==> src/rtl/rca_seq_pkg.sv <==
// Shared types and constants for the nibble-serial ripple-carry sequencer.
package rca_seq_pkg;

  localparam int unsigned NIBBLE_W = 4;

  typedef enum logic [1:0] {
    IDLE,
    RUN,
    DONE
  } rca_seq_state_e;

endpackage

==> src/rtl/rca_seq_ctrl_nibble_adder.sv <==
// Combinational 4-bit ripple-carry slice exposing every per-bit carry.
module nibble_adder
  import rca_seq_pkg::*;
(
  input  logic [NIBBLE_W-1:0] a,
  input  logic [NIBBLE_W-1:0] b,
  input  logic                cin,
  output logic [NIBBLE_W-1:0] sum,
  output logic [NIBBLE_W-1:0] carry
);

  logic [NIBBLE_W:0] chain;

  always_comb begin
    chain    = '0;
    sum      = '0;
    chain[0] = cin;
    for (int i = 0; i < NIBBLE_W; i++) begin
      sum[i]       = a[i] ^ b[i] ^ chain[i];
      chain[i + 1] = (a[i] & b[i]) | (chain[i] & (a[i] ^ b[i]));
    end
    carry = chain[NIBBLE_W:1];
  end

endmodule

==> src/rtl/rca_seq_ctrl.sv <==
// Sequencer adding WIDTH-bit operands one nibble per cycle through a single slice.
// Optional subtract support (sub port) is enabled by defining RCA_SEQ_SUBTRACT_EN.
module rca_seq_ctrl
  import rca_seq_pkg::*;
#(
  parameter int unsigned WIDTH   = 16,
  parameter int unsigned NIBBLES = WIDTH / NIBBLE_W
) (
  input  logic             clk,
  input  logic             rst_n,
  input  logic             in_valid,
  output logic             in_ready,
  input  logic [WIDTH-1:0] a,
  input  logic [WIDTH-1:0] b,
`ifdef RCA_SEQ_SUBTRACT_EN
  input  logic             sub,
`endif
  output logic             out_valid,
  input  logic             out_ready,
  output logic [WIDTH-1:0] sum,
  output logic             cout,
  output logic             overflow
);

  localparam int unsigned IDX_W = (NIBBLES > 1) ? $clog2(NIBBLES) : 1;
  localparam logic [IDX_W-1:0] IDX_LAST = IDX_W'(NIBBLES - 1);

  if ((WIDTH % NIBBLE_W) != 0 || WIDTH < NIBBLE_W || NIBBLES * NIBBLE_W != WIDTH) begin : g_bad_width
    $error("rca_seq_ctrl: WIDTH must be a non-zero multiple of 4 and NIBBLES must equal WIDTH/4");
  end

  rca_seq_state_e   state_q, state_d;
  logic [WIDTH-1:0] a_q, a_d, b_q, b_d;
  logic [WIDTH-1:0] sum_d;
  logic [IDX_W-1:0] idx_q, idx_d;
  logic             c_q, c_d;
  logic             cout_d, ovf_d, ready_d, valid_d;
  logic             c_init;

  logic [NIBBLE_W-1:0] slice_a, slice_b, slice_sum, slice_carry;
  logic                unused_low_carries;

`ifdef RCA_SEQ_SUBTRACT_EN
  logic sub_q, sub_d;
  // Subtraction is a + ~b + 1: invert B per slice and seed the carry.
  assign slice_b = b_q[NIBBLE_W*idx_q +: NIBBLE_W] ^ {NIBBLE_W{sub_q}};
  assign c_init  = sub;
`else
  assign slice_b = b_q[NIBBLE_W*idx_q +: NIBBLE_W];
  assign c_init  = 1'b0;
`endif

  assign slice_a = a_q[NIBBLE_W*idx_q +: NIBBLE_W];

  nibble_adder u_slice (
    .a     (slice_a),
    .b     (slice_b),
    .cin   (c_q),
    .sum   (slice_sum),
    .carry (slice_carry)
  );

  // Only the top two slice carries matter outside the slice itself.
  assign unused_low_carries = ^slice_carry[1:0];

  // Next-state, datapath and registered-output decode.
  always_comb begin
    state_d = state_q;
    a_d     = a_q;
    b_d     = b_q;
    idx_d   = idx_q;
    c_d     = c_q;
    sum_d   = sum;
    cout_d  = cout;
    ovf_d   = overflow;
`ifdef RCA_SEQ_SUBTRACT_EN
    sub_d   = sub_q;
`endif
    case (state_q)
      IDLE: begin
        if (in_valid && in_ready) begin
          state_d = RUN;
          a_d     = a;
          b_d     = b;
          idx_d   = '0;
          c_d     = c_init;
          sum_d   = '0;
`ifdef RCA_SEQ_SUBTRACT_EN
          sub_d   = sub;
`endif
        end
      end
      RUN: begin
        sum_d[NIBBLE_W*idx_q +: NIBBLE_W] = slice_sum;
        c_d = slice_carry[NIBBLE_W-1];
        if (idx_q == IDX_LAST) begin
          state_d = DONE;
          cout_d  = slice_carry[NIBBLE_W-1];
          ovf_d   = slice_carry[NIBBLE_W-1] ^ slice_carry[NIBBLE_W-2];
        end else begin
          idx_d = idx_q + IDX_W'(1);
        end
      end
      DONE: begin
        if (out_valid && out_ready) state_d = IDLE;
      end
      default: state_d = IDLE;
    endcase
    ready_d = (state_d == IDLE);
    valid_d = (state_d == DONE);
  end

  always_ff @(posedge clk) begin
    if (!rst_n) begin
      state_q   <= IDLE;
      a_q       <= '0;
      b_q       <= '0;
      idx_q     <= '0;
      c_q       <= 1'b0;
      sum       <= '0;
      cout      <= 1'b0;
      overflow  <= 1'b0;
      in_ready  <= 1'b0;
      out_valid <= 1'b0;
`ifdef RCA_SEQ_SUBTRACT_EN
      sub_q     <= 1'b0;
`endif
    end else begin
      state_q   <= state_d;
      a_q       <= a_d;
      b_q       <= b_d;
      idx_q     <= idx_d;
      c_q       <= c_d;
      sum       <= sum_d;
      cout      <= cout_d;
      overflow  <= ovf_d;
      in_ready  <= ready_d;
      out_valid <= valid_d;
`ifdef RCA_SEQ_SUBTRACT_EN
      sub_q     <= sub_d;
`endif
    end
  end

endmodule

==> config.mk <==
export PLATFORM = sky130hd
export DESIGN_NAME = rca_seq_ctrl
export DESIGN_NICKNAME = d
export VERILOG_FILES = /design/src/rtl/rca_seq_pkg.sv /design/src/rtl/rca_seq_ctrl_nibble_adder.sv /design/src/rtl/rca_seq_ctrl.sv
export SDC_FILE = /design/constraint.sdc
export NUM_CORES = 1
export LEC_CHECK = 0
export CORE_UTILIZATION = 45
export DETAILED_ROUTE_END_ITERATION = 16
export PLACE_DENSITY = 0.73
export SLEW_MARGIN = 20
export SYNTH_ARGS = -nofsm -noshare
export SYNTH_HDL_FRONTEND = slang
export SYNTH_HIERARCHICAL = 1
export SYNTH_SLANG_ARGS = --single-unit
==> constraint.sdc <==
create_clock -name clk -period 5.8 [get_ports clk]
set_clock_uncertainty 0.05 [all_clocks]
set_input_delay 1.16 -clock clk [delete_from_list [all_inputs] [get_ports clk]]
set_output_delay 1.16 -clock clk [all_outputs]
set_load 0.01 [all_outputs]
== Yosys cells after proc, flatten, opt, wreduce, memory -nomap -nowiden ==
Index checks and enable logic that the tools add are counted.

* Reduce and logical (&&, ||, !) cells: 9
* Bitwise logic cells: 21
* Mux-type cells: 12
* Equal/unequal tests: 6
* Add/sub/neg operators: 2
* Shift operators: 4

{| class="wikitable"
|+ Operator list
! kind !! number
|-
| negator 4 -> 34 bit || 1
|-
| variable shift 4 x 34 -> 16 bit, first input constant || 1
|-
| indexed part select 4 x 34 -> 16 bit || 1
|-
| one-hot mux 16 bit (2 select lines) || 1
|-
| indexed part select 16 x 5 -> 4 bit || 2
|-
| bitwise mux 16 bit || 1
|-
| two-way mux 16 bit || 1
|-
| two-way mux 2 bit || 5
|-
| bitwise XOR 1 bit || 9
|-
| bitwise AND 1 bit || 8
|-
| equality test 2 bit, second input constant || 3
|-
| one-hot mux 2 bit (3 select lines) || 1
|-
| AND reduction 2 bit || 3
|-
| logical NOT 2 bit || 2
|-
| inequality test 2 bit, second input constant || 2
|-
| bitwise OR 1 bit || 4
|-
| one-hot mux 2 bit (2 select lines) || 1
|-
| AND reduction 3 bit || 1
|-
| adder 2 x 1 -> 2 bit, second input constant || 1
|-
| equality test 2 x 1 -> 1 bit, second input constant || 1
|-
| logical AND 1 bit || 2
|-
| one-hot mux 1 bit (2 select lines) || 1
|-
| nonzero test 2 bit || 1
|-
| two-way mux 1 bit || 1
|}

* Flip-flop bits (word level): 57
* Input bits: 36
* Word-level logic and storage cells: 64

== Depth between registers and ports, before layout ==
Gate-level depths: netlist of the first run.

* Depth in word-level cells: 12
* Gate-level depth with buffers: 9
* Mapped depth without buffers: 8

== Cells and area by module ==
The synthesis of the first run kept the hierarchy.

{| class="wikitable"
|+ Modules (own cells, without submodules)
! module !! area an instance (sq um) !! cells each !! instances
|-
| rca_seq_ctrl || 2,359.8 || 266 || 1
|-
| nibble_adder || 80.1 || 4 || 1
|}

== Worst setup path before layout of the first run ==
No wires, ideal clock.

* Path kind: register to register
* Start point: register idx_q[0]
* End point: register overflow
* Required time: 5,618 ps
* Setup time: 132 ps
* Clock period less this slack: 3,344 ps
* Arrival time: 3,162 ps
* Slack: 2,456 ps
* Stages on the path, launching flop included: 10
* Path through: dfxtp_1 buf_2 mux4_2 fa_1 fa_1 fa_1 fa_1 xor2_1 nor2_1 nor3_1

* Longest elaborated chain between the ends: 11
* Elaborated cells between the ends (all ways): 21
* Classes of those cells: 1 x eq/ne; 2 x shift; 17 x bitwise; 1 x reduce/logical

{| class="wikitable"
|+ Ends and longest elaborated chain
! element !! line !! source
|-
| start: declaration || rca_seq_ctrl.sv:35 || <nowiki>logic [IDX_W-1:0] idx_q, idx_d;</nowiki>
|-
| start signal: assignment || rca_seq_ctrl.sv:132 || <nowiki>idx_q <= idx_d;</nowiki>
|-
| indexed part select 16 x 5 -> 4 bit (*) || rca_seq_ctrl.sv:53 || <nowiki>assign slice_a = a_q[NIBBLE_W*idx_q +: NIBBLE_W];</nowiki>
|-
| named net slice_a[0] || rca_seq_ctrl.sv:40 || <nowiki>logic [NIBBLE_W-1:0] slice_a, slice_b, slice_sum, slice_carry;</nowiki>
|-
| bitwise XOR 1 bit || rca_seq_ctrl_nibble_adder.sv:20 || <nowiki>chain[i + 1] = (a[i] & b[i]) | (chain[i] & (a[i] ^ b[i]));</nowiki>
|-
| bitwise AND 1 bit || rca_seq_ctrl_nibble_adder.sv:20 ||
|-
| bitwise OR 1 bit (*) || rca_seq_ctrl_nibble_adder.sv:20 ||
|-
| named net slice_carry[0] || rca_seq_ctrl.sv:40 ||
|-
| bitwise AND 1 bit (*) || rca_seq_ctrl_nibble_adder.sv:20 ||
|-
| bitwise OR 1 bit (*) || rca_seq_ctrl_nibble_adder.sv:20 ||
|-
| named net slice_carry[1] || rca_seq_ctrl.sv:40 ||
|-
| bitwise AND 1 bit (*) || rca_seq_ctrl_nibble_adder.sv:20 ||
|-
| bitwise OR 1 bit (*) || rca_seq_ctrl_nibble_adder.sv:20 ||
|-
| named net slice_carry[2] || rca_seq_ctrl.sv:40 ||
|-
| bitwise AND 1 bit (*) || rca_seq_ctrl_nibble_adder.sv:20 ||
|-
| bitwise OR 1 bit (*) || rca_seq_ctrl_nibble_adder.sv:20 ||
|-
| named net slice_carry[3] || rca_seq_ctrl.sv:40 ||
|-
| bitwise XOR 1 bit (*) || rca_seq_ctrl.sv:99 || <nowiki>ovf_d = slice_carry[NIBBLE_W-1] ^ slice_carry[NIBBLE_W-2];</nowiki>
|-
| end signal: assignment || rca_seq_ctrl.sv:136 || <nowiki>overflow <= ovf_d;</nowiki>
|-
| end: declaration || rca_seq_ctrl.sv:22 || <nowiki>output logic overflow</nowiki>
|}

Mark *: on every way through the listed nets, which the timed path passes. The rest lies on a longest branch.
A chain may end at the register's enable or synchronous reset.

== Worst setup path after layout of the first run ==
* Start point: register idx_q[0]
* End point: register sum[15]

* Longest elaborated chain between the ends: 12
* Elaborated cells between the ends (all ways): 24
* Classes of those cells: 1 x add/sub; 4 x shift; 2 x mux; 17 x bitwise

{| class="wikitable"
|+ Ends and longest elaborated chain
! element !! line !! source
|-
| indexed part select 16 x 5 -> 4 bit (*) || rca_seq_ctrl.sv:53 ||
|-
| named net slice_a[0] || rca_seq_ctrl.sv:40 ||
|-
| bitwise XOR 1 bit || rca_seq_ctrl_nibble_adder.sv:20 ||
|-
| bitwise AND 1 bit || rca_seq_ctrl_nibble_adder.sv:20 ||
|-
| bitwise OR 1 bit (*) || rca_seq_ctrl_nibble_adder.sv:20 ||
|-
| named net slice_carry[0] || rca_seq_ctrl.sv:40 ||
|-
| bitwise AND 1 bit (*) || rca_seq_ctrl_nibble_adder.sv:20 ||
|-
| bitwise OR 1 bit (*) || rca_seq_ctrl_nibble_adder.sv:20 ||
|-
| named net slice_carry[1] || rca_seq_ctrl.sv:40 ||
|-
| bitwise AND 1 bit (*) || rca_seq_ctrl_nibble_adder.sv:20 ||
|-
| bitwise OR 1 bit (*) || rca_seq_ctrl_nibble_adder.sv:20 ||
|-
| named net slice_carry[2] || rca_seq_ctrl.sv:40 ||
|-
| bitwise XOR 1 bit (*) || rca_seq_ctrl_nibble_adder.sv:19 || <nowiki>sum[i] = a[i] ^ b[i] ^ chain[i];</nowiki>
|-
| named net slice_sum[3] || rca_seq_ctrl.sv:40 ||
|-
| indexed part select 4 x 34 -> 16 bit (*) || rca_seq_ctrl.sv:94 || <nowiki>sum_d[NIBBLE_W*idx_q +: NIBBLE_W] = slice_sum;</nowiki>
|-
| bitwise mux 16 bit (*) || rca_seq_ctrl.sv:94 ||
|-
| one-hot mux 16 bit (2 select lines) (*) || rca_seq_ctrl.sv:79 || <nowiki>case (state_q)</nowiki>
|-
| end signal: assignment || rca_seq_ctrl.sv:134 || <nowiki>sum <= sum_d;</nowiki>
|-
| end: declaration || rca_seq_ctrl.sv:20 || <nowiki>output logic [WIDTH-1:0] sum,</nowiki>
|}

Marks and branches as above.

==> results of run 1 <==
## power by group through the flow
stage          sequential (mW)  combinational (mW)  clock [mW]
2_1_floorplan            0.420              0.0606           0
3_3_place_gp             0.427              0.0917           0
3_5_place_dp             0.427              0.0933           0
4_1_cts                  0.419              0.0937       0.302
5_1_grt                  0.421               0.105       0.321
6_report                 0.419              0.0932       0.296
## registers in the layout (all words and copies together) (netlist names)
register,cells
a_q,16
b_q,16
c_q,1
cout,1
idx_q,2
in_ready,1
out_valid,1
overflow,1
state_q,2
sum,16
## per-stage QoR
step	std cells	hold slack, ns	worst slack (ns)
global route	390	0.414	1.96
finish	390	0.401	2.12
CTS	390	0.404	2.11
global placement	377	0.390	2.18
detailed placement	377	0.397	2.11
floorplan	270	0.383	2.46
## metal layers
| metal | GRT usage (%) | vias to the layer above |
|---|---|---|
| met1 | 27.2 | 954 |
| met5 | 0 | - |
| met4 | 11.1 | 0 |
| li1 | - | 1028 |
| met2 | 32.4 | 70 |
| met3 | 4.76 | 10 |
## layout make-up
type | instances | area [um2] | area share [%]
multi-input cells | 190 | 1190 | 37.9
repair buffers | 56 | 558 | 17.7
inverters | 4 | 15.0 | 0.478
flip-flops and latches | 57 | 1140 | 36.3
clock inverters | 1 | 5.00 | 0.159
clock buffers | 12 | 145 | 4.62
well taps | 70 | 87.6 | 2.79
## cells by family (layout without fill, tap and decap cells)
| kind of cell | Yosys count | count (layout) | synth area share (%) |
|---|---|---|---|
| AO/OA/AOI/OAI | 66 | 66 | 15.9 |
| flip-flops | 57 | 57 | 46.8 |
| XOR/XNOR | 1 | 1 | 0.359 |
| multiplexers | 8 | 8 | 7.38 |
| adder cells (fa/ha/maj) | 10 | 10 | 6.36 |
| buffers and inverters | 23 | 73 | 4.36 |
| AND/OR/NAND/NOR | 105 | 105 | 18.8 |
## layout by cell type, fill, tap and decap left out, types with 3 or more instances in the layout
cell type        Yosys  final
fa_1                 4      4
nand3_1              3      3
a32o_1               4      4
o22ai_1             12     12
inv_1                4      3
mux4_2               8      8
clkbuf_8             0     10
clkdlybuf4s50_1      0     55
nand2_1             87     87
o21ai_0              4      4
dfxtp_1             57     57
ha_1                 6      6
nor2_1               3      3
a21oi_1             39     39
## final timing paths
| path | start | end | slack (ns) | depth (start not counted) |
|---|---|---|---|---|
| setup / recovery | idx_q[0] | sum[15] | 2.12 | 7 |
| hold / removal | b_q[3] | b_q[3] | 0.40 | 2 |
| setup reg to reg | idx_q[0] | sum[15] | 2.12 | 7 |
| hold reg to reg | b_q[3] | b_q[3] | 0.40 | 2 |
## critical path, delay by kind of cell, from the launching register on
family / cells / cell delay (ns)
simple gates: 1 / 0.10
mux: 1 / 0.61
compound gates: 1 / 0.19
fa+ha+maj: 4 / 1.81
flops: 1 / 0.83
==> metrics.cfg, run 1 <==
[sta]
fin_crit_sh_pct = 63.4
worst_pin_slew_ns = 0.824
max-slew-margin-rel_pct = 44.9
hold_violations = 0
max_freq_mhz = 272
fin_setup_tns_ns = 0
final-setup-viol-count = 0
period_needed_ns = 3.68
drv_slew = 0
rsz0062_at_grt = false

[min_path]
hold_path_class = reg2reg

[yosys]
syn_inst = 270
synth_top_area_share_pct = 46.8
synth_flop_cell = dfxtp_1
synth.net_count = 316
yosysTopAreaCell = dfxtp_1
yosys-top-cells-area = dfxtp_1 47%, nand2_1 13%, a21oi_1 8.0%
yosysSeqAreaShare_pct = 46.8
ys_ff_latch = 57
synthMostInstantiatedCell = nand2_1
synth_commonest_cells = 87 x nand2_1, 57 x dfxtp_1, 39 x a21oi_1, 12 x o22ai_1, 10 x buf_2
synth_edf_count = 0
ys_warn_count = 6
async_flop_share_pct = 0
syn_area_per_cell_um2 = 9.04
synthesis.area_um2 = 2440
ys_types = 32

[clock_tree]
cts_hold_buf = 0
cts_resized = 0
cts_tree = built
clk_pin_slew_ns = 0.06
cts_num_sinks = 57
cts_setup_buffers = 0
clockBufferDepth = 2
cts_made_buffers = 9
cts-root-buf = clkbuf_8
clock_latency_ns = 0.33
h-tree-depth = 3

[power_and_ir_drop]
power_frac_comb_pct = 11.5
seq_power_share_pct = 51.8
power_mw = 0.808
clkPwrFrac_pct = 36.7
ir_drop_uv = 125
power.density_nw_per_um2 = 257
p_int_mw = 0.612
power_leakage_nw = 1.11
power.switching_mw = 0.197
switching_share_pct = 24.3

[routing]
met1_length_um = 2310
wl_met3_um = 264
wl_per_cell_um = 13.4
drt_iter0_drc = 134
highest_layer = met4
drc_errors = 0
first_pass_iters = 4
wl_met2_um = 2540
wirelength_um = 5220
antenna_left = 0
vias = 2062
viasPerCell = 5.29

[global_routing]
grt_pass1_wl_um = 8510
antenna_found_initial = 0
grt_usage_pct = 20.9
grt-ovfl-total = 0
grt_pass1_vias = 1810
grt_max_degree = 41

[layout]
areaGrowthSynthToFinish_pct = 28.9
drive_above_1_share_pct = 8.13
nFillCells = 453
n_antenna_cell = 0
finalInstanceArea_um2 = 3140
utilization_pct = 60.8
finalNetCount = 364

[setup_path]
crit_required_ns = 6.01
worst_setup_path_start_kind = flip-flop
crit_type = reg2reg
worstPathMaxFanout = 15
cpPeakStageDelay_ns = 0.83
crit_chain = mux4_2, fa_1, fa_1, fa_1, fa_1, nand2_1, o22ai_1
arrival_ns = 3.88
crit_top_cell = fa_1
end_kind = flip-flop
crit_slowest_cell = dfxtp_1

[die]
die_h_um = 75.6
dieArea_um2 = 5720
ios = 56
rows = 26
coreArea_um2 = 5170
die-width_um = 75.6
initial_core_util_pct = 47.2

[placed_design]
postPlaceCellArea_um2 = 2990
portBuffers = 55
post-dp-hpwl_um = 3680
gp_congestion = 0.768

[status]
status = finished, final reports clean

[job]
maxCapViolCount = 0

Note: power is estimated with default switching activity, not from simulation.
==> run 2: changes to the inputs <==
- clock period: 5.8 -> 3.7 ns (I/O delays scaled with it)
==> run 2 against run 1 <==
Compared with the run above: utilization up 1.8 points; register-to-register slack got worse by 1.7 ns; wire length is 0.56% higher; hold slack improved by 0.00088 ns; power increased by 75%; critical path type unchanged; critical endpoint is now overflow; largest cell class unchanged.
==> metrics.cfg, run 2 (synthesis results as in run 1) <==
[status]
status = finished, final reports clean

[global_routing]
grt_pass1_vias = 1901  ; +5.0%
grt_max_degree = 36  ; -12%
antenna_found_initial = 0  ; unchanged
grt-ovfl-total = 0  ; unchanged
grt_usage_pct = 21.1  ; +0.19 points
grt_pass1_wl_um = 8760  ; +3.0%

[job]
maxCapViolCount = 0  ; unchanged

[routing]
drc_errors = 0  ; unchanged
antenna_left = 0  ; unchanged
vias = 2073  ; +0.53%
first_pass_iters = 4  ; unchanged
drt_iter0_drc = 109  ; -19%
wirelength_um = 5250  ; +0.56%
viasPerCell = 5.22  ; -1.2%
wl_per_cell_um = 13.2  ; -1.2%

[sta]
final-setup-viol-count = 0  ; unchanged
max-slew-margin-rel_pct = 51.1  ; +6.2 points
hold_violations = 0  ; unchanged
rsz0062_at_grt = false
drv_slew = 0  ; unchanged
max_freq_mhz = 301  ; +11%
worst_pin_slew_ns = 0.727  ; -0.0972 ns
fin_crit_sh_pct = 89.9  ; +27 points
fin_setup_tns_ns = 0  ; unchanged
layout_setup_ws_ns = 0.375  ; -1.75 ns
period_needed_ns = 3.33  ; -0.350 ns

[setup_path]
path_buf_inv = 0  ; unchanged
crit_required_ns = 3.87  ; -2.14 ns
end_kind = flip-flop
arrival_ns = 3.49  ; -0.39 ns
worstPathMaxFanout = 6  ; -9
cpPeakStageDelay_ns = 0.58  ; -0.25 ns
worst_setup_path_start_kind = flip-flop
crit_type = reg2reg
reg2regPathDepth = 8  ; +1
crit_slowest_cell = mux4_2
crit_cells = 8  ; +1
crit_top_cell = fa_1
path_delay_family = adder cells
reg2reg_slack_ns = 0.37  ; -1.75 ns
crit_chain = mux4_2, fa_1, fa_1, fa_1, fa_1, xor2_1, nor2_1, nor3_1

[layout]
n_antenna_cell = 0  ; unchanged
finalNetCount = 368  ; +1.1%
fin_cells = 397  ; +1.8%
top_regs = a_q (16), b_q (16), sum (16)
layout_common_cells = 87 x nand2_1, 57 x dfxtp_1, 55 x clkdlybuf4s50_1
regArea_um2 = 1140  ; unchanged
areaGrowthSynthToFinish_pct = 32.8
finalInstanceArea_um2 = 3240  ; +3.0%
multi_input_area_um2 = 1190  ; unchanged
drive_above_1_share_pct = 10.4  ; +2.3 points
nFillCells = 443  ; -2.2%
final_common_cell = nand2_1

[power_and_ir_drop]
power_mw = 1.42  ; +75%
power_leakage_nw = 1.16  ; +4.3%
power.density_nw_per_um2 = 437  ; +70%
ir_drop_uv = 251  ; +100%

[die]
coreArea_um2 = 5170  ; unchanged
initial_core_util_pct = 47.2  ; unchanged
rows = 26  ; unchanged
die_h_um = 75.6  ; unchanged
dieArea_um2 = 5720  ; unchanged
ios = 56  ; unchanged
die-width_um = 75.6  ; unchanged

[clock_tree]
cts_setup_buffers = 0  ; unchanged
cts_resized = 0  ; unchanged
cts_num_sinks = 57  ; unchanged
cts_hold_buf = 0  ; unchanged
h-tree-depth = 3  ; unchanged
cts-root-buf = clkbuf_8
cts_tree = built
clk_pin_slew_ns = 0.06  ; about the same
clock_latency_ns = 0.33  ; about the same
cts_made_buffers = 9  ; unchanged
clockBufferDepth = 2  ; unchanged

[placed_design]
place_inst = 381  ; +1.1%
postPlaceCellArea_um2 = 3020  ; +1.0%
pre_cts_slack_ns = 0.402  ; -1.71 ns
post-dp-hpwl_um = 3720  ; +1.1%
gp_congestion = 0.797  ; +3.8%
portBuffers = 55  ; unchanged

[min_path]
hold_path_class = reg2reg
whs_path_depth = 2  ; unchanged

[run 2: worst reg2reg max path, delay by kind of cell (launching register included)]
kind                     cells  cell delay, ns
flip-flops                   1            0.54
XOR/XNOR                     1            0.18
multiplexers                 1            0.58
adder cells (fa/ha/maj)      4            1.73
AND/OR/NAND/NOR              2            0.14
[run 2: layout make-up]
cell class / count / share of cell area [%]
Clock buffer: 12 / 5.10
Clock inverter: 4 / 1.54
Inverter: 4 / 0.463
Multi-Input combinational cell: 190 / 36.8
Sequential cell: 57 / 35.2
Tap cell: 70 / 2.70
Timing Repair Buffer: 60 / 18.2
[run 2: final timing paths]
path | from | endpoint
worst max-delay path | idx_q[0] | overflow
worst min-delay path | a_q[1] | a_q[1]
worst max register to register | idx_q[0] | overflow
worst min register to register | a_q[1] | a_q[1]
[run 2: power breakdown]
part / switching, mW / internal, mW
combinational: 0.0759 / 0.0771
sequential: 0.0178 / 0.635
clock: 0.246 / 0.365
total: 0.340 / 1.08
[run 2: per-stage QoR]
step,hold WS (ns),util [%]
finish,0.402,62.6
CTS,0.406,62.6
detailed placement,0.397,58.5
floorplan,0.383,-
global route,0.423,62.6
global placement,0.393,58.5
[run 2: metal layers]
| metal | vias to the layer above | part of all wire (%) | global-route usage, % |
|---|---|---|---|
| met5 | - | 0 | 0 |
| met2 | 52 | 48 | 33.1 |
| li1 | 1039 | - | - |
| met4 | 0 | 2.2 | 11.7 |
| met3 | 11 | 3.9 | 4.37 |
| met1 | 971 | 46 | 27.2 |
==> run 3: changes to the inputs <==
- RECOVER_POWER: not set -> 100
==> run 3 against run 2 <==
Compared with the run above: wire length shrank 0.61%; utilization decreased by 0.22 points; final cell count unchanged; power fell by 0.16%; hold slack worse by 0.0019 ns; first-iteration DRC count down 5.5%; sequential share of layout area rose by 0.12 points; register-to-register slack worse by 0.04 ns; clock-buffer cell count unchanged; flip-flop and latch count unchanged; combinational power about the same; die area unchanged; critical path type unchanged.
==> metrics.cfg, run 3 (synthesis results as in run 1) <==
[routing]
met1_length_um = 2380  ; -1.5%
drc_errors = 0  ; unchanged
highest_layer = met4
first_pass_iters = 4  ; unchanged
drt_iter0_drc = 103  ; -5.5%
wl_per_cell_um = 13.2  ; -0.61%
antenna_left = 0  ; unchanged
vias = 2076  ; +0.14%
wirelength_um = 5220  ; -0.61%
wl_met2_um = 2530  ; +0.24%
viasPerCell = 5.23  ; +0.14%
wl_met3_um = 214  ; +5.4%

[placed_design]
post-dp-hpwl_um = 3720  ; unchanged
portBuffers = 55  ; unchanged
gp_congestion = 0.797  ; unchanged
postPlaceCellArea_um2 = 3020  ; unchanged

[global_routing]
grt_pass1_vias = 1901  ; unchanged
grt_max_degree = 36  ; unchanged
grt_usage_pct = 21.1  ; unchanged
grt-ovfl-total = 0  ; unchanged
antenna_found_initial = 0  ; unchanged
grt_pass1_wl_um = 8760  ; unchanged

[die]
initial_core_util_pct = 47.2  ; unchanged
ios = 56  ; unchanged
die-width_um = 75.6  ; unchanged
coreArea_um2 = 5170  ; unchanged
rows = 26  ; unchanged
dieArea_um2 = 5720  ; unchanged
die_h_um = 75.6  ; unchanged

[setup_path]
crit_slowest_cell = mux4_2
end_kind = flip-flop
crit_required_ns = 3.83  ; -0.04 ns
crit_type = reg2reg
arrival_ns = 3.49  ; about the same
worst_setup_path_start_kind = flip-flop
cpPeakStageDelay_ns = 0.58  ; about the same
crit_top_cell = fa_1
reg2reg_slack_ns = 0.34  ; -0.04 ns
path_buf_inv = 0  ; unchanged
worstPathMaxFanout = 6  ; unchanged
crit_chain = mux4_2, fa_1, fa_1, fa_1, fa_1, xor2_1, nor2_1, nor3_1
path_delay_family = adder cells

[clock_tree]
h-tree-depth = 3  ; unchanged
cts_resized = 0  ; unchanged
cts_num_sinks = 57  ; unchanged
cts_tree = built
clock_latency_ns = 0.33  ; about the same
clk_pin_slew_ns = 0.07  ; about the same
cts_made_buffers = 9  ; unchanged
cts_hold_buf = 0  ; unchanged
cts-root-buf = clkbuf_8
clockBufferDepth = 2  ; unchanged
cts_setup_buffers = 0  ; unchanged

[sta]
rsz0062_at_grt = false
fin_crit_sh_pct = 90.8  ; +0.95 points
fin_setup_tns_ns = 0  ; unchanged
period_needed_ns = 3.36  ; +0.0352 ns
hold_violations = 0  ; unchanged
final-setup-viol-count = 0  ; unchanged
drv_slew = 0  ; unchanged
max_freq_mhz = 298  ; -1.0%
max-slew-margin-rel_pct = 1.81  ; -49 points
worst_pin_slew_ns = 1.47  ; +0.746 ns

[status]
status = finished, final reports clean

[layout]
drive_above_1_share_pct = 9.48  ; -0.92 points
final_common_cell = nand2_1
top_regs = a_q (16), b_q (16), sum (16)
finalNetCount = 368  ; unchanged
finalInstanceArea_um2 = 3230  ; -0.35%
n_antenna_cell = 0  ; unchanged
areaGrowthSynthToFinish_pct = 32.3
layout_common_cells = 87 x nand2_1, 57 x dfxtp_1, 39 x a21oi_1
nFillCells = 446  ; +0.68%

[job]
maxCapViolCount = 0  ; unchanged

[min_path]
hold_path_class = reg2reg

[power_and_ir_drop]
power_leakage_nw = 1.22  ; +5.1%
power.density_nw_per_um2 = 438  ; +0.19%
ir_drop_uv = 251  ; about the same
power_mw = 1.41  ; -0.16%

## run 3: cell types whose count changed in the layout (fill, tap and decap cells not counted), sizes merged
cell | before | now
clkbuf | 12 | 15
dlygate4sd3 | 0 | 22
clkdlybuf4s50 | 55 | 33
buf | 5 | 2
## run 3: per-stage QoR
stage	hold WS [ns]	instances	worst slack (ns)	utilization (%)
2_1_floorplan	0.383	270	0.356	-
3_3_place_gp	0.393	381	0.429	58.5
3_5_place_dp	0.397	381	0.402	58.5
4_1_cts	0.406	397	0.370	62.6
5_1_grt	0.423	397	0.184	62.4
6_report	0.400	397	0.340	62.4
## run 3: path summary, 6_finish.rpt
path | startpoint | to | cells past startpoint
hold reg to reg | a_q[1] | a_q[1] | 2
hold / removal | a_q[1] | a_q[1] | 2
setup / recovery | idx_q[0] | overflow | 8
setup reg to reg | idx_q[0] | overflow | 8
## run 3: cell type report
type	count	area, um2	area share (%)
timing repair buffer	60	577	17.9
tap	70	87.6	2.71
sequential	57	1140	35.3
multi-input combinational	190	1190	36.9
clock buffer	12	165	5.12
clock inverter	4	50.0	1.55
inverter	4	15.0	0.465
## run 3: worst min-delay path, cell delays in order, from the launching register on
cell and delay, ns:
dfxtp_1 0.31, nand2_1 0.05, a21oi_1 0.05
## run 3: layer usage
metal / up-vias / GRT usage, %
met4: 0 / 11.7
met2: 58 / 33.1
met5: - / 0
met3: 10 / 4.37
met1: 967 / 27.2
li1: 1041 / -
## run 3: report_power, final
group          leakage, nW  switching (mW)  total, mW  internal (mW)
Combinational        0.651          0.0758      0.150         0.0744
Sequential           0.462          0.0176      0.653          0.635
Clock                0.105           0.247      0.611          0.365
